### src/rtl/vga_sync_to_count.sv
// vga_sync_to_count: recovers column/row coordinates from incoming VGA sync
// pulses, re-times the syncs to match, and verifies line/frame periods.
module vga_sync_to_count #(
  parameter int TOTAL_COLS  = 800,
  parameter int TOTAL_ROWS  = 525,
  parameter int ACTIVE_COLS = 640,
  parameter int ACTIVE_ROWS = 480,
  parameter int LOCK_FRAMES = 2
) (
  input  logic       CLK,
  input  logic       RST_N,
  input  logic       H_Sync,
  input  logic       V_Sync,
  output logic       H_Sync_Out,
  output logic       V_Sync_Out,
  output logic [9:0] Col_Count,
  output logic [9:0] Row_Count,
  output logic       Active,
  output logic       Locked,
  output logic       Timing_Err
);

  localparam logic [9:0] COL_LAST = 10'(TOTAL_COLS - 1);
  localparam logic [9:0] ROW_LAST = 10'(TOTAL_ROWS - 1);
  localparam logic [9:0] ACT_COLS = 10'(ACTIVE_COLS);
  localparam logic [9:0] ACT_ROWS = 10'(ACTIVE_ROWS);
  localparam logic [9:0] CNT_MAX  = 10'd1023;
  localparam logic [3:0] LOCK_TGT = 4'(LOCK_FRAMES);

  typedef enum logic [1:0] {
    SEARCH  = 2'd0,
    ACQUIRE = 2'd1,
    LOCK    = 2'd2
  } state_t;

  logic       h_d1_r, h_d2_r, v_d1_r, v_d2_r;
  logic       h_seen_r, frame_err_r;
  state_t     state_r, state_nx_s;
  logic [3:0] good_cnt_r, good_cnt_nx_s;
  logic       h_rise_s, v_rise_s, line_err_s, frame_bad_s, err_s;
  logic       locked_nx_s, timing_err_nx_s;

  assign h_rise_s    = h_d1_r & ~h_d2_r;
  assign v_rise_s    = v_d1_r & ~v_d2_r;
  assign line_err_s  = h_rise_s & h_seen_r & (Col_Count != COL_LAST);
  assign frame_bad_s = v_rise_s & ((Row_Count != ROW_LAST) | frame_err_r);
  assign err_s       = line_err_s | frame_bad_s;
  assign Active      = Locked & (Col_Count < ACT_COLS) & (Row_Count < ACT_ROWS);

  // Sync re-timing pipeline, saturating coordinate counters and line bookkeeping
  always_ff @(posedge CLK or negedge RST_N) begin
    if (!RST_N) begin
      h_d1_r      <= 1'b1;
      h_d2_r      <= 1'b1;
      v_d1_r      <= 1'b1;
      v_d2_r      <= 1'b1;
      H_Sync_Out  <= 1'b1;
      V_Sync_Out  <= 1'b1;
      Col_Count   <= 10'd0;
      Row_Count   <= 10'd0;
      h_seen_r    <= 1'b0;
      frame_err_r <= 1'b0;
    end else begin
      h_d1_r     <= H_Sync;
      h_d2_r     <= h_d1_r;
      v_d1_r     <= V_Sync;
      v_d2_r     <= v_d1_r;
      H_Sync_Out <= h_d1_r;
      V_Sync_Out <= v_d1_r;
      if (h_rise_s) begin
        Col_Count <= 10'd0;
      end else if (Col_Count != CNT_MAX) begin
        Col_Count <= Col_Count + 10'd1;
      end else begin
        Col_Count <= Col_Count;
      end
      // A frame start zeroes the row even when a line start lands on the same cycle
      if (v_rise_s) begin
        Row_Count <= 10'd0;
      end else if (h_rise_s && (Row_Count != CNT_MAX)) begin
        Row_Count <= Row_Count + 10'd1;
      end else begin
        Row_Count <= Row_Count;
      end
      if (h_rise_s) begin
        h_seen_r <= 1'b1;
      end else begin
        h_seen_r <= h_seen_r;
      end
      if (v_rise_s) begin
        frame_err_r <= 1'b0;
      end else if (line_err_s) begin
        frame_err_r <= 1'b1;
      end else begin
        frame_err_r <= frame_err_r;
      end
    end
  end

  // Lock FSM state and registered status outputs
  always_ff @(posedge CLK or negedge RST_N) begin
    if (!RST_N) begin
      state_r    <= SEARCH;
      good_cnt_r <= 4'd0;
      Locked     <= 1'b0;
      Timing_Err <= 1'b0;
    end else begin
      state_r    <= state_nx_s;
      good_cnt_r <= good_cnt_nx_s;
      Locked     <= locked_nx_s;
      Timing_Err <= timing_err_nx_s;
    end
  end

  // Lock FSM next-state: count consecutive good frames, fall back on any error
  always_comb begin
    state_nx_s    = state_r;
    good_cnt_nx_s = good_cnt_r;
    case (state_r)
      SEARCH: begin
        if (v_rise_s) begin
          state_nx_s    = ACQUIRE;
          good_cnt_nx_s = 4'd0;
        end else begin
          state_nx_s    = SEARCH;
        end
      end
      ACQUIRE: begin
        if (err_s) begin
          good_cnt_nx_s = 4'd0;
        end else if (v_rise_s) begin
          if ((good_cnt_r + 4'd1) >= LOCK_TGT) begin
            state_nx_s    = LOCK;
            good_cnt_nx_s = 4'd0;
          end else begin
            good_cnt_nx_s = good_cnt_r + 4'd1;
          end
        end else begin
          good_cnt_nx_s = good_cnt_r;
        end
      end
      LOCK: begin
        if (err_s) begin
          state_nx_s    = ACQUIRE;
          good_cnt_nx_s = 4'd0;
        end else begin
          state_nx_s    = LOCK;
        end
      end
      default: begin
        state_nx_s    = SEARCH;
        good_cnt_nx_s = 4'd0;
      end
    endcase
  end

  // Status decode; errors seen while still searching are not reported
  always_comb begin
    locked_nx_s     = 1'b0;
    timing_err_nx_s = 1'b0;
    if (state_nx_s == LOCK) begin
      locked_nx_s = 1'b1;
    end else begin
      locked_nx_s = 1'b0;
    end
    if (err_s && (state_r != SEARCH)) begin
      timing_err_nx_s = 1'b1;
    end else begin
      timing_err_nx_s = 1'b0;
    end
  end

endmodule

### config.mk
export PLATFORM = sky130hd
export DESIGN_NAME = vga_sync_to_count
export DESIGN_NICKNAME = d
export VERILOG_FILES = /design/src/rtl/vga_sync_to_count.sv
export SDC_FILE = /design/constraint.sdc
export NUM_CORES = 1
export LEC_CHECK = 0
export ABC_AREA = 1
export CAP_MARGIN = 15
export CORE_MARGIN = 5
export CORE_UTILIZATION = 35
export CTS_BUF_LIST = sky130_fd_sc_hd__clkbuf_8 sky130_fd_sc_hd__clkbuf_16
export DETAILED_ROUTE_END_ITERATION = 10
export SYNTH_ARGS = -nofsm -noshare
export SYNTH_HDL_FRONTEND = slang
export SYNTH_SLANG_ARGS = --single-unit
export TNS_END_PERCENT = 10
### constraint.sdc
create_clock -name CLK -period 1.7 [get_ports CLK]
set_input_delay 0.34 -clock CLK [delete_from_list [all_inputs] [get_ports CLK]]
set_output_delay 0.34 -clock CLK [all_outputs]
set_load 0.01 [all_outputs]
==> results.cfg <==
[status]
outcome = finished clean

[clock_tree]
numCtsBuffers = 5
cts_root_buf = clkbuf_8
cts_max_level = 2
post_cts_resized = 1
cts_hold_buf = 0
cts_buffer_depth = 2
post_cts_buffers = 0
clk_pin_slew_ns = 0.07
cts_tree = done
tritoncts_num_sinks = 34
clk_latency_ns = 0.28

[worst_setup_path]
cpPeakStageDelay_ns = 0.53
cp.required_ns = 1.36
rr_endpoint = good_cnt_r[0]$_DFFE_PN0P_
ff2ff_setup_slack_ns = 0.16
endpoint = Row_Count[5]
arrival_ns = 1.30
critPathLaunch = Row_Count[5]$_DFFE_PN0P_
worst_path_max_delay_cell = clkdlybuf4s50_1
crit_chain = buf_4 -> clkdlybuf4s50_1
cp-start-kind = flop
cp_max_fo = 5
r2r_start = h_d1_r$_DFF_PN1_
criticalPathCategory = reg2out
endpoint_kind = primary output
r2r_cells = 8

[worst_hold_path]
hp-class = reg2reg

[power_and_ir_drop]
peakVddDrop_mv = 0.322
finalPower_mw = 1.99
p_leak_nw = 1.15
power.density_nw_per_um2 = 843

[drt]
routed_wl_um = 3910
drt_first_iter_violations = 100
vias = 1595
drc = 0
viasPerCell = 4.68
wl_per_cell_um = 11.5
ant_nets = 0
drtPass1Iterations = 4

[sta]
tightest_slew_ns = 0.327
hold_viol = 0
setup-tns-final_ns = 0
min_period_ns = 1.64
finalCritPeriodShare_pct = 96.7
drv_slew = 0
max_freq_mhz = 608
setup-violations-final = 0
fin_worst_skew_ns = 0.00963
rsz0062_at_grt = false
relSlewSlack_pct = 78.2
fin_ws_ns = 0.0554

[synthesis]
yosysUniqueCellTypes = 29
syn_nets = 234
yosysSeqAreaShare_pct = 47.3
syn_area_um2 = 1810
synth_seq_cells = 34
syn_area_per_cell_um2 = 8.05
yosys_warnings = 0
synthCells = 225

[floorplanning]
die_w_um = 81.9
start_util_pct = 35.7
rows = 26
dieArea_um2 = 6710
die_y_um = 81.9
io_pins = 29
core_region_area_um2 = 5070

[final_layout]
stdcell_count = 341
nFillCells = 533
final_common_cell = nand2_1
area_delta_synth_final_pct = 30.5
n_antenna_cell = 0
nets = 279
drive_above_1_share_pct = 18.5
final_cell_mix = nand2_1, inv_1, dfrtp_1, clkdlybuf4s50_1, nand3_1

[global_route]
grt_pass1_vias = 1443
grt-ovfl-total = 0
grt_pass1_wl_um = 6620
track_usage_pct = 13.0
grt_max_degree = 35
antenna_found_initial = 0

[place]
portBuffers = 28
dpl.hpwl_um = 2960
placed_cells = 333
gp_congestion = 0.832
place_ws_ns = 0.0442

[job]
max_cap_violations = 0
## registers in the layout (all words and copies together) (netlist names)
name / count
h_d2_r: 1
Col_Count: 10
frame_err_r: 1
Row_Count: 10
h_seen_r: 1
v_d1_r: 1
state_r: 2
Locked: 1
h_d1_r: 1
v_d2_r: 1
good_cnt_r: 4
Timing_Err: 1
## cells in the mapped netlist
library cell	n	area [um2]
a211oi_1	1	7.51
a21boi_1	1	7.51
a21oi_1	10	50.1
a221oi_1	1	8.76
a31o_2	1	8.76
a31oi_1	3	18.8
buf_1	1	3.75
buf_6	1	11.3
clkinv_4	1	8.76
dfrtp_1	30	751
dfstp_2	4	105
ha_1	5	62.6
inv_1	32	120
inv_2	2	7.51
nand2_1	47	176
nand2_2	8	50.1
nand3_1	21	105
nand3_2	1	10.0
nand4_1	5	31.3
nor2_1	18	67.6
nor2_2	4	25.0
nor2_4	3	33.8
nor3_1	4	20.0
o21ai_0	13	65.1
o21ai_1	3	15.0
o21ai_2	1	8.76
o31ai_1	1	7.51
or2_1	1	6.26
xor2_1	2	17.5
## cells by family after synthesis
kind of cell	after synthesis	share of synthesized area, %
xor+xnor	2	0.968
fa+ha+maj	5	3.46
flops	34	47.3
compound gates	35	10.9
buf+inv	37	8.36
simple gates	112	29.0
## metrics by stage
stage | cell area (um2) | hold slack (ns) | utilization (%)
2_1_floorplan | 1810 | 0.0444 | -
3_3_place_gp | 2270 | 0.355 | 44.6
3_5_place_dp | 2270 | 0.357 | 44.6
4_1_cts | 2340 | 0.366 | 46.2
5_1_grt | 2360 | 0.376 | 46.6
6_report | 2360 | 0.364 | 46.6
## layout make-up
class	count	area, um2	share of cell area (%)
well taps	70	87.6	3.71
inverters	35	136	5.77
multi-input cells	154	811	34.3
repair buffers	40	388	16.4
clock inverters	3	11.3	0.476
clock buffers	5	68.8	2.91
flip-flops and latches	34	861	36.4
## power breakdown
part           total (mW)  internal (mW)  switching [mW]
sequential          0.992          0.899          0.0936
combinational       0.450          0.215           0.235
clock               0.549          0.273           0.277
## routing by layer
metal	wire length (um)	GRT usage, %	part of all wire [%]	vias up
met4	106	7.14	2.7	0
met2	1840	19.5	47	29
met1	1800	16.8	46	737
met3	157	3.62	4.0	10
li1	-	-	-	819
met5	0	0	0	-
## how the worst min path moves through the flow
stage | start | endpoint | slack [ns] | cells after the start
4_1_cts | v_d1_r$_DFF_PN1_ | v_d2_r$_DFF_PN1_ | 0.37 | 0
2_1_floorplan | RST_N | Col_Count[0]$_DFFE_PN0P_ | 0.04 | 0
3_3_place_gp | h_d1_r$_DFF_PN1_ | h_d2_r$_DFF_PN1_ | 0.36 | 0
3_5_place_dp | v_d1_r$_DFF_PN1_ | v_d2_r$_DFF_PN1_ | 0.36 | 0
5_1_grt | h_d1_r$_DFF_PN1_ | h_d2_r$_DFF_PN1_ | 0.38 | 0
6_report | v_d1_r$_DFF_PN1_ | v_d2_r$_DFF_PN1_ | 0.36 | 0
## worst max-delay path: cells and delay by family (launching register included)
family	cells	cell delay, ns
buffers and inverters	2	0.67
DFF	1	0.35
No activity file was read; power rests on OpenSTA's default activity.
